===== config.mk =====
export PLATFORM = sky130hd
export DESIGN_NAME = vga_plot_arbiter
export DESIGN_NICKNAME = d
export VERILOG_FILES = /design/src/rtl/vga_plot_arbiter.sv
export SDC_FILE = /design/constraint.sdc
export NUM_CORES = 1
export LEC_CHECK = 0
export CAP_MARGIN = 0
export CORE_MARGIN = 1
export CORE_UTILIZATION = 30
export CTS_BUF_LIST = sky130_fd_sc_hd__clkbuf_8
export DETAILED_ROUTE_END_ITERATION = 6
export DONT_BUFFER_PORTS = 1
export PLACE_DENSITY_LB_ADDON = 0.08
export SETUP_SLACK_MARGIN = 0.5
export SYNTH_ARGS = -nofsm -noshare
export SYNTH_HDL_FRONTEND = slang
export SYNTH_SLANG_ARGS = --single-unit

===== constraint.sdc =====
create_clock -name clock -period 5.5 [get_ports clock]
set_clock_uncertainty 0.15 [all_clocks]
set_input_delay 0.825 -clock clock [delete_from_list [all_inputs] [get_ports clock]]
set_output_delay 0.825 -clock clock [all_outputs]
set_load 0.02 [all_outputs]

===== src/rtl/vga_plot_arbiter.sv =====
// Round-robin arbiter sharing one vga_adapter plot port between N pixel
// requesters, with a full-screen background clear sweep.
module vga_plot_arbiter #(
  parameter int unsigned N              = 4,
  parameter logic [2:0]  BG_COLOUR      = 3'b000,
  parameter bit          CLEAR_ON_RESET = 1'b1
) (
  input  logic             clock,
  input  logic             reset,
  input  logic [N-1:0]     req_valid,
  input  logic [8*N-1:0]   req_x,
  input  logic [7*N-1:0]   req_y,
  input  logic [3*N-1:0]   req_colour,
  output logic [N-1:0]     req_ready,
  input  logic             clear_req,
  output logic [7:0]       x,
  output logic [6:0]       y,
  output logic [2:0]       colour,
  output logic             writeEn,
  output logic             busy,
  output logic             clear_done,
  output logic             dropped
);

  localparam int unsigned XW    = 8;
  localparam int unsigned YW    = 7;
  localparam int unsigned CW    = 3;
  localparam int unsigned PTR_W = (N > 1) ? $clog2(N) : 1;
  localparam logic [XW-1:0] X_LAST = XW'(159);
  localparam logic [YW-1:0] Y_LAST = YW'(119);
  localparam logic [XW-1:0] X_LIM  = XW'(160);
  localparam logic [YW-1:0] Y_LIM  = YW'(120);

  typedef enum logic {SERVE, CLEAR} state_t;

  state_t           state, state_nxt;
  logic [PTR_W-1:0] rr_ptr, rr_nxt;
  logic [XW-1:0]    sx, sx_nxt;
  logic [YW-1:0]    sy, sy_nxt;
  logic [XW-1:0]    x_nxt;
  logic [YW-1:0]    y_nxt;
  logic [CW-1:0]    colour_nxt;
  logic             we_nxt, done_nxt, drop_nxt;

  logic             grant_valid;
  logic [PTR_W-1:0] grant;
  logic [XW-1:0]    sel_x;
  logic [YW-1:0]    sel_y;
  logic [CW-1:0]    sel_colour;
  int unsigned      scan_idx;

  assign busy = (state == CLEAR);

  // Round-robin pick: first valid requester at or above rr_ptr, wrapping.
  always_comb begin
    grant_valid = 1'b0;
    grant       = '0;
    scan_idx    = 0;
    for (int unsigned k = 0; k < N; k++) begin
      scan_idx = (32'(rr_ptr) + k) % N;
      if (!grant_valid && req_valid[PTR_W'(scan_idx)]) begin
        grant_valid = 1'b1;
        grant       = PTR_W'(scan_idx);
      end
    end
  end

  // Granted requester's payload.
  always_comb begin
    sel_x      = '0;
    sel_y      = '0;
    sel_colour = '0;
    for (int i = 0; i < N; i++) begin
      if (grant == PTR_W'(i)) begin
        sel_x      = req_x[i*XW +: XW];
        sel_y      = req_y[i*YW +: YW];
        sel_colour = req_colour[i*CW +: CW];
      end
    end
  end

  // Next-state, handshake and next-output logic.
  always_comb begin
    state_nxt  = state;
    rr_nxt     = rr_ptr;
    sx_nxt     = sx;
    sy_nxt     = sy;
    x_nxt      = x;
    y_nxt      = y;
    colour_nxt = colour;
    we_nxt     = 1'b0;
    done_nxt   = 1'b0;
    drop_nxt   = 1'b0;
    req_ready  = '0;

    unique case (state)
      SERVE: begin
        if (clear_req) begin
          state_nxt = CLEAR;
          sx_nxt    = '0;
          sy_nxt    = '0;
        end else if (grant_valid) begin
          req_ready[grant] = 1'b1;
          rr_nxt = (grant == PTR_W'(N - 1)) ? '0 : grant + PTR_W'(1);
          // Off-screen pixels are consumed but never reach the port.
          if (sel_x >= X_LIM || sel_y >= Y_LIM) begin
            drop_nxt = 1'b1;
          end else begin
            x_nxt      = sel_x;
            y_nxt      = sel_y;
            colour_nxt = sel_colour;
            we_nxt     = 1'b1;
          end
        end
      end
      CLEAR: begin
        x_nxt      = sx;
        y_nxt      = sy;
        colour_nxt = BG_COLOUR;
        we_nxt     = 1'b1;
        if (sx == X_LAST) begin
          sx_nxt = '0;
          if (sy == Y_LAST) begin
            sy_nxt    = '0;
            state_nxt = SERVE;
            done_nxt  = 1'b1;
          end else begin
            sy_nxt = sy + YW'(1);
          end
        end else begin
          sx_nxt = sx + XW'(1);
        end
      end
      default: state_nxt = SERVE;
    endcase
  end

  always_ff @(posedge clock) begin
    if (reset) begin
      state      <= CLEAR_ON_RESET ? CLEAR : SERVE;
      rr_ptr     <= '0;
      sx         <= '0;
      sy         <= '0;
      x          <= '0;
      y          <= '0;
      colour     <= '0;
      writeEn    <= 1'b0;
      clear_done <= 1'b0;
      dropped    <= 1'b0;
    end else begin
      state      <= state_nxt;
      rr_ptr     <= rr_nxt;
      sx         <= sx_nxt;
      sy         <= sy_nxt;
      x          <= x_nxt;
      y          <= y_nxt;
      colour     <= colour_nxt;
      writeEn    <= we_nxt;
      clear_done <= done_nxt;
      dropped    <= drop_nxt;
    end
  end

endmodule

==> results by group, run 1 <==
Status
  • Status: finished, final reports clean

Layout
  • Final Instance Area: 2552 µm²
  • Most common cell after layout, fill and taps aside: nor2_1
  • Most frequent cells in the layout: nor2_1 (52), dfxtp_1 (39), a21oi_1 (36), nand2_1 (22), o21ai_0 (18)
  • Area Growth Syn to Fin: 6.416%
  • Final #Nets: 388
  • Fillers: 850
  • Post-layout util: 0.3303
  • Area of the multi-input gates: around 1500 µm²
  • Layout cells sized above 1: 0.06908
  • Reg area: 780.7 µm²
  • Diode count: 0

Clock network
  • Worst skew pair latency: roughly 0.29 ns
  • CTS sink cnt: 39
  • Clock root buffer: clkbuf_8
  • CTS clk-pin slew, worst paths: 0.08 ns
  • H-Tree Level Count: 2
  • TritonCTS clock tree: yes
  • CTS resizes: 0
  • Clock Tree Buf Depth: 2
  • # hold bufs at CTS: 0
  • Post-CTS Setup Bufs: 0
  • Num CTS Buffers: 5

Setup path
  • Most frequent CP cell: nor2b_1
  • Buf+Inv Stages, Crit Path: 0
  • Reg2reg start: rr_ptr[1]
  • Worst Reg2Reg Path Length in Cells: 13
  • Largest fanout on the critical path: 21
  • Worst path required time: 5.53 ns
  • Reg-to-Reg End: y[2]
  • Setup crit start kind: input port
  • Worst path depth: 10
  • Max stage delay cell, worst path: nor4_1
  • Crit path cell chain: nor4_1 -> nor2b_1 -> ha_1 -> nor2b_1 -> a22oi_1 -> a21oi_1 -> and4_1 -> nor3b_2 -> a222oi_1 -> nor2_1
  • CP peak stage delay: approximately 0.66 ns
  • Critical Path Sink Type: flip-flop
  • Reg-to-reg setup timing slack: roughly 1.6 ns
  • Kind of critical path: in -> reg
  • CP arrival: 4.14 ns
  • Top delay family on crit path: simple AND/OR/NAND/NOR gates

Timing
  • Final setup vio count: 0
  • Fmax achieved: between 200 and 250 MHz
  • Slew HR: 0.3658
  • Slew @ Worst Pin: ~0.95 ns
  • Max-slew violations: 0
  • Final Hold Fails: 0
  • Minimum clock period after layout: around 4.1 ns
  • Post-route setup TNS: 0 ns
  • Hold WS: between 0.3 and 0.4 ns
  • RSZ-0062 raised after global routing: false
  • Final period utilization: 0.7475

Logic synthesis
  • Synthesized instance count: a little over 300
  • Post-synth EDFFs: 0
  • Synth warn: 0
  • Register bit total from synthesis: 39
  • Post-Syn Area: 2399 µm²
  • Ys flop type: dfxtp_1
  • Syn avg cell area: between 7 and 8 µm²
  • Area share of the largest cell type after synthesis: 0.3255
  • Netlist cell types: 53
  • Top post-synthesis cells by area: dfxtp_1 (33%), nor2_1 (8.1%), a21oi_1 (7.5%), a22oi_1 (4.7%), o21ai_0 (3.8%)
  • Syn_nets: between 300 and 400
  • Register area share after synthesis: 0.3255
  • Asr flop ratio synth: 0
  • Area leader, netlist: dfxtp_1

Placement
  • GPL Wtd Cong: approximately 0.73
  • IO buf count: 0
  • Detail Placement HPWL: 5.269 mm
  • Placed cell areas: between 2000 and 2500 µm²

Global routing
  • Largest net degree at the start of global routing: 34
  • Initial antenna violation count: 0
  • First-pass GRT wire length: 10.98 mm
  • Tot GR Track Use: 0.1647
  • Number of global-route vias before repair: about 2100
  • Grt total ovfl: 0

Floorplan
  • IO Pins: 105
  • Die Area: 8357 µm²
  • Starting Density: 0.3104
  • FP Rows: 32
  • Floorplan die width: about 91 µm
  • Die Span Y: around 91 µm
  • Std-Cell Core Area: roughly 7700 µm²

Detailed routing
  • Drt initial violations: ~120
  • Metal3 WL: 447 µm
  • Top layer in use: met4
  • Vias per cell: around 5.5
  • Wirelength, routed: between 6 and 7 mm
  • Met2 routed WL: 3.170 mm
  • Drc violations: 0
  • First-pass DRT Iterations: 4
  • Antenna Nets Post-Route: 0
  • Avg WL per Cell: around 17 µm
  • Via count: 2248
  • DRT met1 WL: between 3 and 4 mm

Power
  • Pwr Total: around 570 µW
  • Leak pwr: about 0.00092 µW
  • Maximum VDD drop: approximately 120 µV
  • Pwr dens: 225.2 nW/µm²

Worst hold path
  • Worst min path class: reg -> reg
  • WHS Path Cells: 1
  • Min-Delay Endpoint: sy[6]
  • HP Start: sy[6]

Run
  • Max-cap violations: 0
## flip-flops by register name (all words and copies together) (netlist names)
| register | flops |
|---|---|
| sy | 7 |
| writeEn | 1 |
| clear_done | 1 |
| colour | 3 |
| dropped | 1 |
| rr_ptr | 2 |
| busy | 1 |
| y | 7 |
| sx | 8 |
| x | 8 |
## worst max path at each step
stage / startpoint / slack, ns / end
final: req_valid[0] / 1.39 / y[2]
after global routing: req_valid[0] / 0.92 / x[2]
after CTS: req_valid[0] / 1.30 / y[2]
after detailed placement: req_valid[0] / 0.97 / y[2]
after global placement: req_valid[0] / 0.94 / x[4]
after floorplan: req_valid[2] / 1.90 / req_ready[3]
## Yosys cell counts, drive strengths merged (4+ instances only)
cell	instances
clkbuf	11
a222oi	7
nand3b	4
nand2	22
o22ai	6
buf	8
inv	12
nand3	6
dfxtp	39
ha	6
a22oi	16
a211oi	10
and2	4
mux2i	7
o21ai	19
nor2	53
a21oi	36
## cell type report
class	count	share of cell area
Clock buffer	5	0.02696
Clock inverter	3	0.007843
Inverter	12	0.01765
Multi-Input combinational cell	241	0.5799
Sequential cell	39	0.3059
Tap cell	102	0.05000
Timing Repair Buffer	4	0.01176
## per-layer routing
layer | global-route usage | up-vias
li1 | - | 1133
met3 | 0.04523 | 7
met5 | 0 | -
met2 | 0.2732 | 64
met1 | 0.2090 | 1044
met4 | 0.04365 | 0
## power breakdown
group | leakage (µW) | internal [µW] | total (µW) | switching (µW)
logic | 0.000559 | 37.3 | 92.3 | 55.0
registers | 0.000315 | 286 | 291 | 5.52
clock network | 0.0000402 | 88.2 | 192 | 103
total | 0.000915 | 411 | 575 | 164
## metrics by stage
stage | cells | worst slack, ns
after CTS | 406 | 1.296
final | 406 | 1.389
after global routing | 406 | 0.9212
after detailed placement | 398 | 0.9707
after floorplan | 311 | 1.896
after global placement | 398 | 0.9415
## kinds of logic (layout without fill, tap and decap cells)
group           Yosys count  after routing  share of synthesized area
simple gates            112            112                     0.2254
fa+ha+maj                 6              6                    0.03130
flops                    39             39                     0.3255
buf+inv                  31             24                    0.05738
compound gates          114            114                     0.3240
mux                       7              7                    0.02921
xor+xnor                  2              2                   0.007304
(Power assumes the default switching activity.)
==> run 2, diff against run 1 <==
clock period = 3.8 ns   (was 5.5 ns; I/O delays follow)
==> results by group, run 2 (synthesized netlist as in run 1, its figures left out) <==
Power
  • Pwr Total: 930.1 µW (+62%)
  • Switching power: 252.3 µW (+54%)
  • Internal power: 677.8 µW (+65%)
  • Pwr dens: 338.2 nW/µm² (+50%)
  • Leak pwr: 0.001005 µW (+9.8%)
  • Maximum VDD drop: 138.2 µV (+20%)
  • Sw frac: 0.2713 (-0.01376)
  • Clk pwr share: 0.379 (+0.046)
  • Combinational Power Share: 0.169 (+0.008)
  • Sequential power share: 0.452 (-0.054)

Worst hold path
  • Worst min path class: in -> reg

Detailed routing
  • Drt initial violations: 116 (-4.1%)
  • Wirelength, routed: 7.096 mm (+5.9%)
  • Drc violations: 0 (unchanged)
  • Vias per cell: 5.514 (-0.41%)
  • First-pass DRT Iterations: 4 (unchanged)
  • Via count: 2305 (+2.5%)
  • Avg WL per Cell: 16.98 µm (+2.9%)
  • Antenna Nets Post-Route: 0 (unchanged)

Run
  • Max-cap violations: 0 (unchanged)

Clock network
  • H-Tree Level Count: 2 (unchanged)
  • # hold bufs at CTS: 0 (unchanged)
  • TritonCTS clock tree: yes
  • Clock Tree Buf Depth: 2 (unchanged)
  • Clock root buffer: clkbuf_8
  • Num CTS Buffers: 5 (unchanged)
  • CTS clk-pin slew, worst paths: 0.08 ns (about the same)
  • Worst skew pair latency: 0.30 ns (about the same)
  • CTS sink cnt: 39 (unchanged)

Layout
  • Largest registers: sx x8, x x8
  • Diode count: 0 (unchanged)
  • Fillers: 832 (-2.1%)
  • Area Growth Syn to Fin: 14.66%
  • Most common cell after layout, fill and taps aside: nor2_1
  • Post-Layout Cell Count: 418 (+3.0%)
  • Layout cells sized above 1: 0.1551 (+0.08598)
  • Final #Nets: 400 (+3.1%)
  • Most frequent cells in the layout: nor2_1 (51), dfxtp_1 (38), a21oi_1 (32), nand2_1 (22), o21ai_0 (18)
  • Final Instance Area: 2750 µm² (+7.7%)

Timing
  • Final Hold Fails: 0 (unchanged)
  • Min setup slack post-route: 0.6892 ns (-0.6993 ns)
  • Fmax achieved: 321.5 MHz
  • Post-route setup TNS: 0 ns (unchanged)
  • Final setup vio count: 0 (unchanged)
  • Final period utilization: 0.8186
  • Minimum clock period after layout: 3.111 ns
  • Slew HR: 0.5236 (+0.1578)
  • Slew @ Worst Pin: 0.7091 ns (-0.2422 ns)
  • RSZ-0062 raised after global routing: false
  • Max-slew violations: 0 (unchanged)

Floorplan
  • FP Rows: 32 (unchanged)
  • Die Area: 8357 µm² (unchanged)
  • Die Span Y: 91.42 µm (unchanged)
  • IO Pins: 105 (unchanged)
  • Starting Density: 0.3104 (unchanged)
  • Floorplan die width: 91.42 µm (unchanged)
  • Std-Cell Core Area: 7727 µm² (unchanged)

Global routing
  • Tot GR Track Use: 0.1711 (+0.006356)
  • Number of global-route vias before repair: 2259 (+5.6%)
  • Largest net degree at the start of global routing: 34 (unchanged)
  • First-pass GRT wire length: 11.34 mm (+3.3%)
  • Grt total ovfl: 0 (unchanged)
  • Initial antenna violation count: 0 (unchanged)

Placement
  • IO buf count: 0 (unchanged)
  • Placement Setup Slack: 0.2368 ns (-0.7339 ns)
  • Placed cells: 405 (+1.8%)
  • Detail Placement HPWL: 5.427 mm (+3.0%)
  • GPL Wtd Cong: 0.7293 (-0.48%)
  • Placed cell areas: 2516 µm² (+2.1%)

Setup path
  • Largest fanout on the critical path: 9 (-57%)
  • Buf+Inv Stages, Crit Path: 3 (+3)
  • Kind of critical path: reg -> reg
  • Top delay family on crit path: compound AO/OA/AOI/OAI gates
  • Crit path cell chain: inv_1 -> a22oi_1 -> o22ai_1 -> a31oi_1 -> nor2b_4 -> inv_1 -> ha_1 -> nor2b_2 -> a22oi_1 -> a21oi_2 -> and4_4 -> buf_12 -> nor2_8 -> nor4b_1 -> a311o_1
  • CP arrival: 3.14 ns (-1.00 ns)
  • Worst path required time: 3.83 ns (-1.70 ns)
  • Setup crit start kind: flip-flop
  • Max stage delay cell, worst path: dfxtp_4
  • CP peak stage delay: 0.38 ns (-0.28 ns)
  • Critical Path Sink Type: flip-flop

Status
  • Status: finished, final reports clean
## run 2: area by class of cell
type / instances / area (µm²) / share of cell area
repair buffers: 16 / 132.6 / 0.04823
inverters: 12 / 45.04 / 0.01638
flip-flops and latches: 39 / 784.5 / 0.2853
well taps: 102 / 127.6 / 0.04641
clock buffers: 5 / 68.82 / 0.02502
multi-input cells: 241 / 1548 / 0.5628
clock inverters: 3 / 43.79 / 0.01592
## run 2: path summary, 6_finish.rpt
kind,start,endpoint,slack (ns),cells past startpoint
max,rr_ptr[1],y[1],0.69,15
max reg2reg,rr_ptr[1],y[1],0.69,15
min reg2reg,sy[6],sy[6],0.36,1
min,reset,sy[3],0.18,1
## run 2: through the flow
stage                     hold slack [ns]    util
after global placement             0.3447  0.3256
after CTS                          0.1745  0.3429
after floorplan                    0.3028       -
after detailed placement           0.3495  0.3256
final                              0.1842  0.3559
after global routing               0.1698  0.3559
## run 2: what timing repair did
item | in CTS | in global routing
resized for setup | 5 | 15
cloned | 0 | 0
setup buffers | 1 | 4
pin swaps | 1 | 8
endpoints found under the setup margin | 14 | 20
hold endpoints to repair | 0 | 0
## run 2: metal layers
| layer | track usage | vias up | routed length (µm) |
|---|---|---|---|
| li1 | - | 1160 | - |
| met1 | 0.2181 | 1070 | 3222 |
| met2 | 0.2876 | 69 | 3378 |
| met3 | 0.04355 | 6 | 431 |
| met4 | 0.03968 | 0 | 64 |
| met5 | 0 | - | 0 |
## run 2: power by group through the flow
stage / Combinational (µW) / Clock [µW] / Sequential (µW)
finish: 157 / 353 / 420
global route: 176 / 376 / 421
CTS: 145 / 363 / 421
floorplan: 120 / 0 / 429
global placement: 138 / 0 / 431
detailed placement: 140 / 0 / 431
==> run 3, diff against run 2 <==
clock period = 3.1 ns   (was 3.8 ns; I/O delays follow)
==> results by group, run 3 (synthesized netlist as in run 1, its figures left out) <==
Status
  • Status: finished, final reports clean

Setup path
  • Worst Reg2Reg Path Length in Cells: 14 (-1)
  • Reg-to-Reg End: x[1]
  • Kind of critical path: reg -> reg
  • Largest fanout on the critical path: 8 (-1)
  • CP peak stage delay: 0.37 ns (about the same)
  • Max stage delay cell, worst path: dfxtp_4
  • CP arrival: 3.06 ns (-0.08 ns)
  • Critical Path Sink Type: flip-flop
  • Reg-to-reg setup timing slack: 0.07 ns (-0.62 ns)
  • Setup crit start kind: flip-flop
  • Crit path cell chain: inv_2 -> a22oi_2 -> o22ai_1 -> a31oi_1 -> nor2b_4 -> inv_2 -> ha_4 -> nor2b_4 -> a221o_1 -> a22oi_4 -> o21ai_4 -> o21a_4 -> a222oi_1 -> nor2_1
  • Reg2reg start: rr_ptr[1]
  • Worst path required time: 3.13 ns (-0.70 ns)

Global routing
  • Grt total ovfl: 0 (unchanged)
  • Largest net degree at the start of global routing: 34 (unchanged)
  • Number of global-route vias before repair: 2413 (+6.8%)
  • Initial antenna violation count: 0 (unchanged)
  • First-pass GRT wire length: 11.74 mm (+3.5%)
  • Tot GR Track Use: 0.1741 (+0.002971)

Layout
  • Most frequent cells in the layout: nor2_1 (47), dfxtp_1 (38), buf_4 (37), a21oi_1 (31), nand2_1 (22)
  • Diode count: 0 (unchanged)
  • Final Instance Area: 3127 µm² (+14%)
  • Post-Layout Cell Count: 445 (+6.5%)
  • Largest registers: sx x8, x x8
  • Most common cell after layout, fill and taps aside: nor2_1
  • Area Growth Syn to Fin: 30.36%
  • Layout cells sized above 1: 0.2799 (+0.1248)
  • Final #Nets: 427 (+6.8%)

Detailed routing
  • Antenna Nets Post-Route: 0 (unchanged)
  • Wirelength, routed: 7.241 mm (+2.0%)
  • First-pass DRT Iterations: 4 (unchanged)
  • Avg WL per Cell: 16.27 µm (-4.1%)
  • Via count: 2396 (+3.9%)
  • Vias per cell: 5.384 (-2.4%)
  • Drc violations: 0 (unchanged)
  • Drt initial violations: 106 (-8.6%)

Worst hold path
  • Min-Delay Endpoint: sy[3]
  • HP Start: reset
  • Worst min path class: in -> reg
  • WHS Path Cells: 1 (unchanged)

Clock network
  • CTS clk-pin slew, worst paths: 0.08 ns (about the same)
  • CTS sink cnt: 39 (unchanged)
  • H-Tree Level Count: 2 (unchanged)
  • Num CTS Buffers: 5 (unchanged)
  • Worst skew pair latency: 0.29 ns (about the same)
  • Clock root buffer: clkbuf_8
  • TritonCTS clock tree: yes
  • # hold bufs at CTS: 0 (unchanged)
  • Clock Tree Buf Depth: 2 (unchanged)

Placement
  • GPL Wtd Cong: 0.7654 (+4.9%)
  • Placed cells: 421 (+4.0%)
  • Detail Placement HPWL: 5.445 mm (+0.33%)
  • Placed cell areas: 2696 µm² (+7.2%)
  • IO buf count: 0 (unchanged)

Timing
  • Post-route setup TNS: 0 ns (unchanged)
  • Slew HR: 0.5264 (+0.002725)
  • Slew @ Worst Pin: 0.7030 ns (-0.006062 ns)
  • Minimum clock period after layout: 3.026 ns (-0.08467 ns)
  • Max-slew violations: 0 (unchanged)
  • Final period utilization: 0.9762 (+0.1575)
  • Fmax achieved: 330.5 MHz (+2.8%)
  • Final Hold Fails: 0 (unchanged)
  • Hold WS: 0.08133 ns (-0.1029 ns)
  • Final setup vio count: 0 (unchanged)
  • RSZ-0062 raised after global routing: true

Floorplan
  • Die Area: 8357 µm² (unchanged)
  • Starting Density: 0.3104 (unchanged)
  • FP Rows: 32 (unchanged)
  • Floorplan die width: 91.42 µm (unchanged)
  • Die Span Y: 91.42 µm (unchanged)
  • Std-Cell Core Area: 7727 µm² (unchanged)
  • IO Pins: 105 (unchanged)

Power
  • Pwr dens: 389.5 nW/µm² (+15%)
  • Leak pwr: 0.001171 µW (+17%)
  • Maximum VDD drop: 231.5 µV (+68%)
  • Pwr Total: 1218 µW (+31%)

Run
  • Max-cap violations: 0 (unchanged)
==> run 3: cell count changes in the layout (fill, tap and decap cells not counted), moves of 3 or more <==
| cell | change |
|---|---|
| ha_2 | -3 |
| buf_4 | +22 |
| inv_1 | -3 |
| ha_4 | +4 |
| nor2_2 | +3 |
| buf_6 | +4 |
| nor2_1 | -4 |
==> run 3: worst max-delay path by stage <==
stage / from / cells past startpoint / slack, ns / to
final: rr_ptr[1] / 14 / 0.07 / x[1]
after global routing: rr_ptr[1] / 14 / -0.07 / x[1]
after CTS: rr_ptr[1] / 16 / 0.13 / y[3]
after detailed placement: req_valid[2] / 13 / -0.06 / y[2]
after global placement: req_valid[2] / 12 / -0.02 / y[1]
after floorplan: req_valid[2] / 15 / 0.13 / x[6]
==> run 3: worst max-delay path, delay by kind of cell (launching register included) <==
kind,cells,cell delay (ns)
buf+inv,2,0.13
fa+ha+maj,1,0.17
flops,1,0.37
simple gates,3,0.45
compound gates,8,1.66
==> run 3: cell type report <==
type	count	area, µm²
clock inverters	3	43.79
fillers	809	4601
well taps	102	127.6
inverters	12	50.05
multi-input cells	241	1689
flip-flops and latches	39	784.5
clock buffers	5	68.82
repair buffers	43	362.8
==> run 3: report_power, final <==
group	internal [µW]	switching [µW]	total (µW)
Clock	240	194	434
Combinational	141	128	268
Sequential	506	9.96	516
Total	886	332	1220
==> run 3: repair_timing <==
action                     4_1_cts  5_1_grt
setup buffers                    9        7
resized for setup               29       16
pin swaps                       10       14
setup endpoints to repair       23       23
==> run 3: routing by layer <==
layer,up-vias,wire length [µm],share of wire,GRT usage
li1,1216,-,-,-
met1,1108,3119,0.43,0.2048
met2,65,3612,0.50,0.3064
met3,7,435,0.060,0.04690
met4,0,72,0.0099,0.05159
met5,-,0,0,0
==> run 3: metrics by stage <==
stage | util | setup WS (ns)
2_1_floorplan | - | 0.1294
3_5_place_dp | 0.3489 | -0.05766
4_1_cts | 0.3896 | 0.1320
6_report | 0.4046 | 0.07388
5_1_grt | 0.4046 | -0.07107
3_3_place_gp | 0.3489 | -0.02138
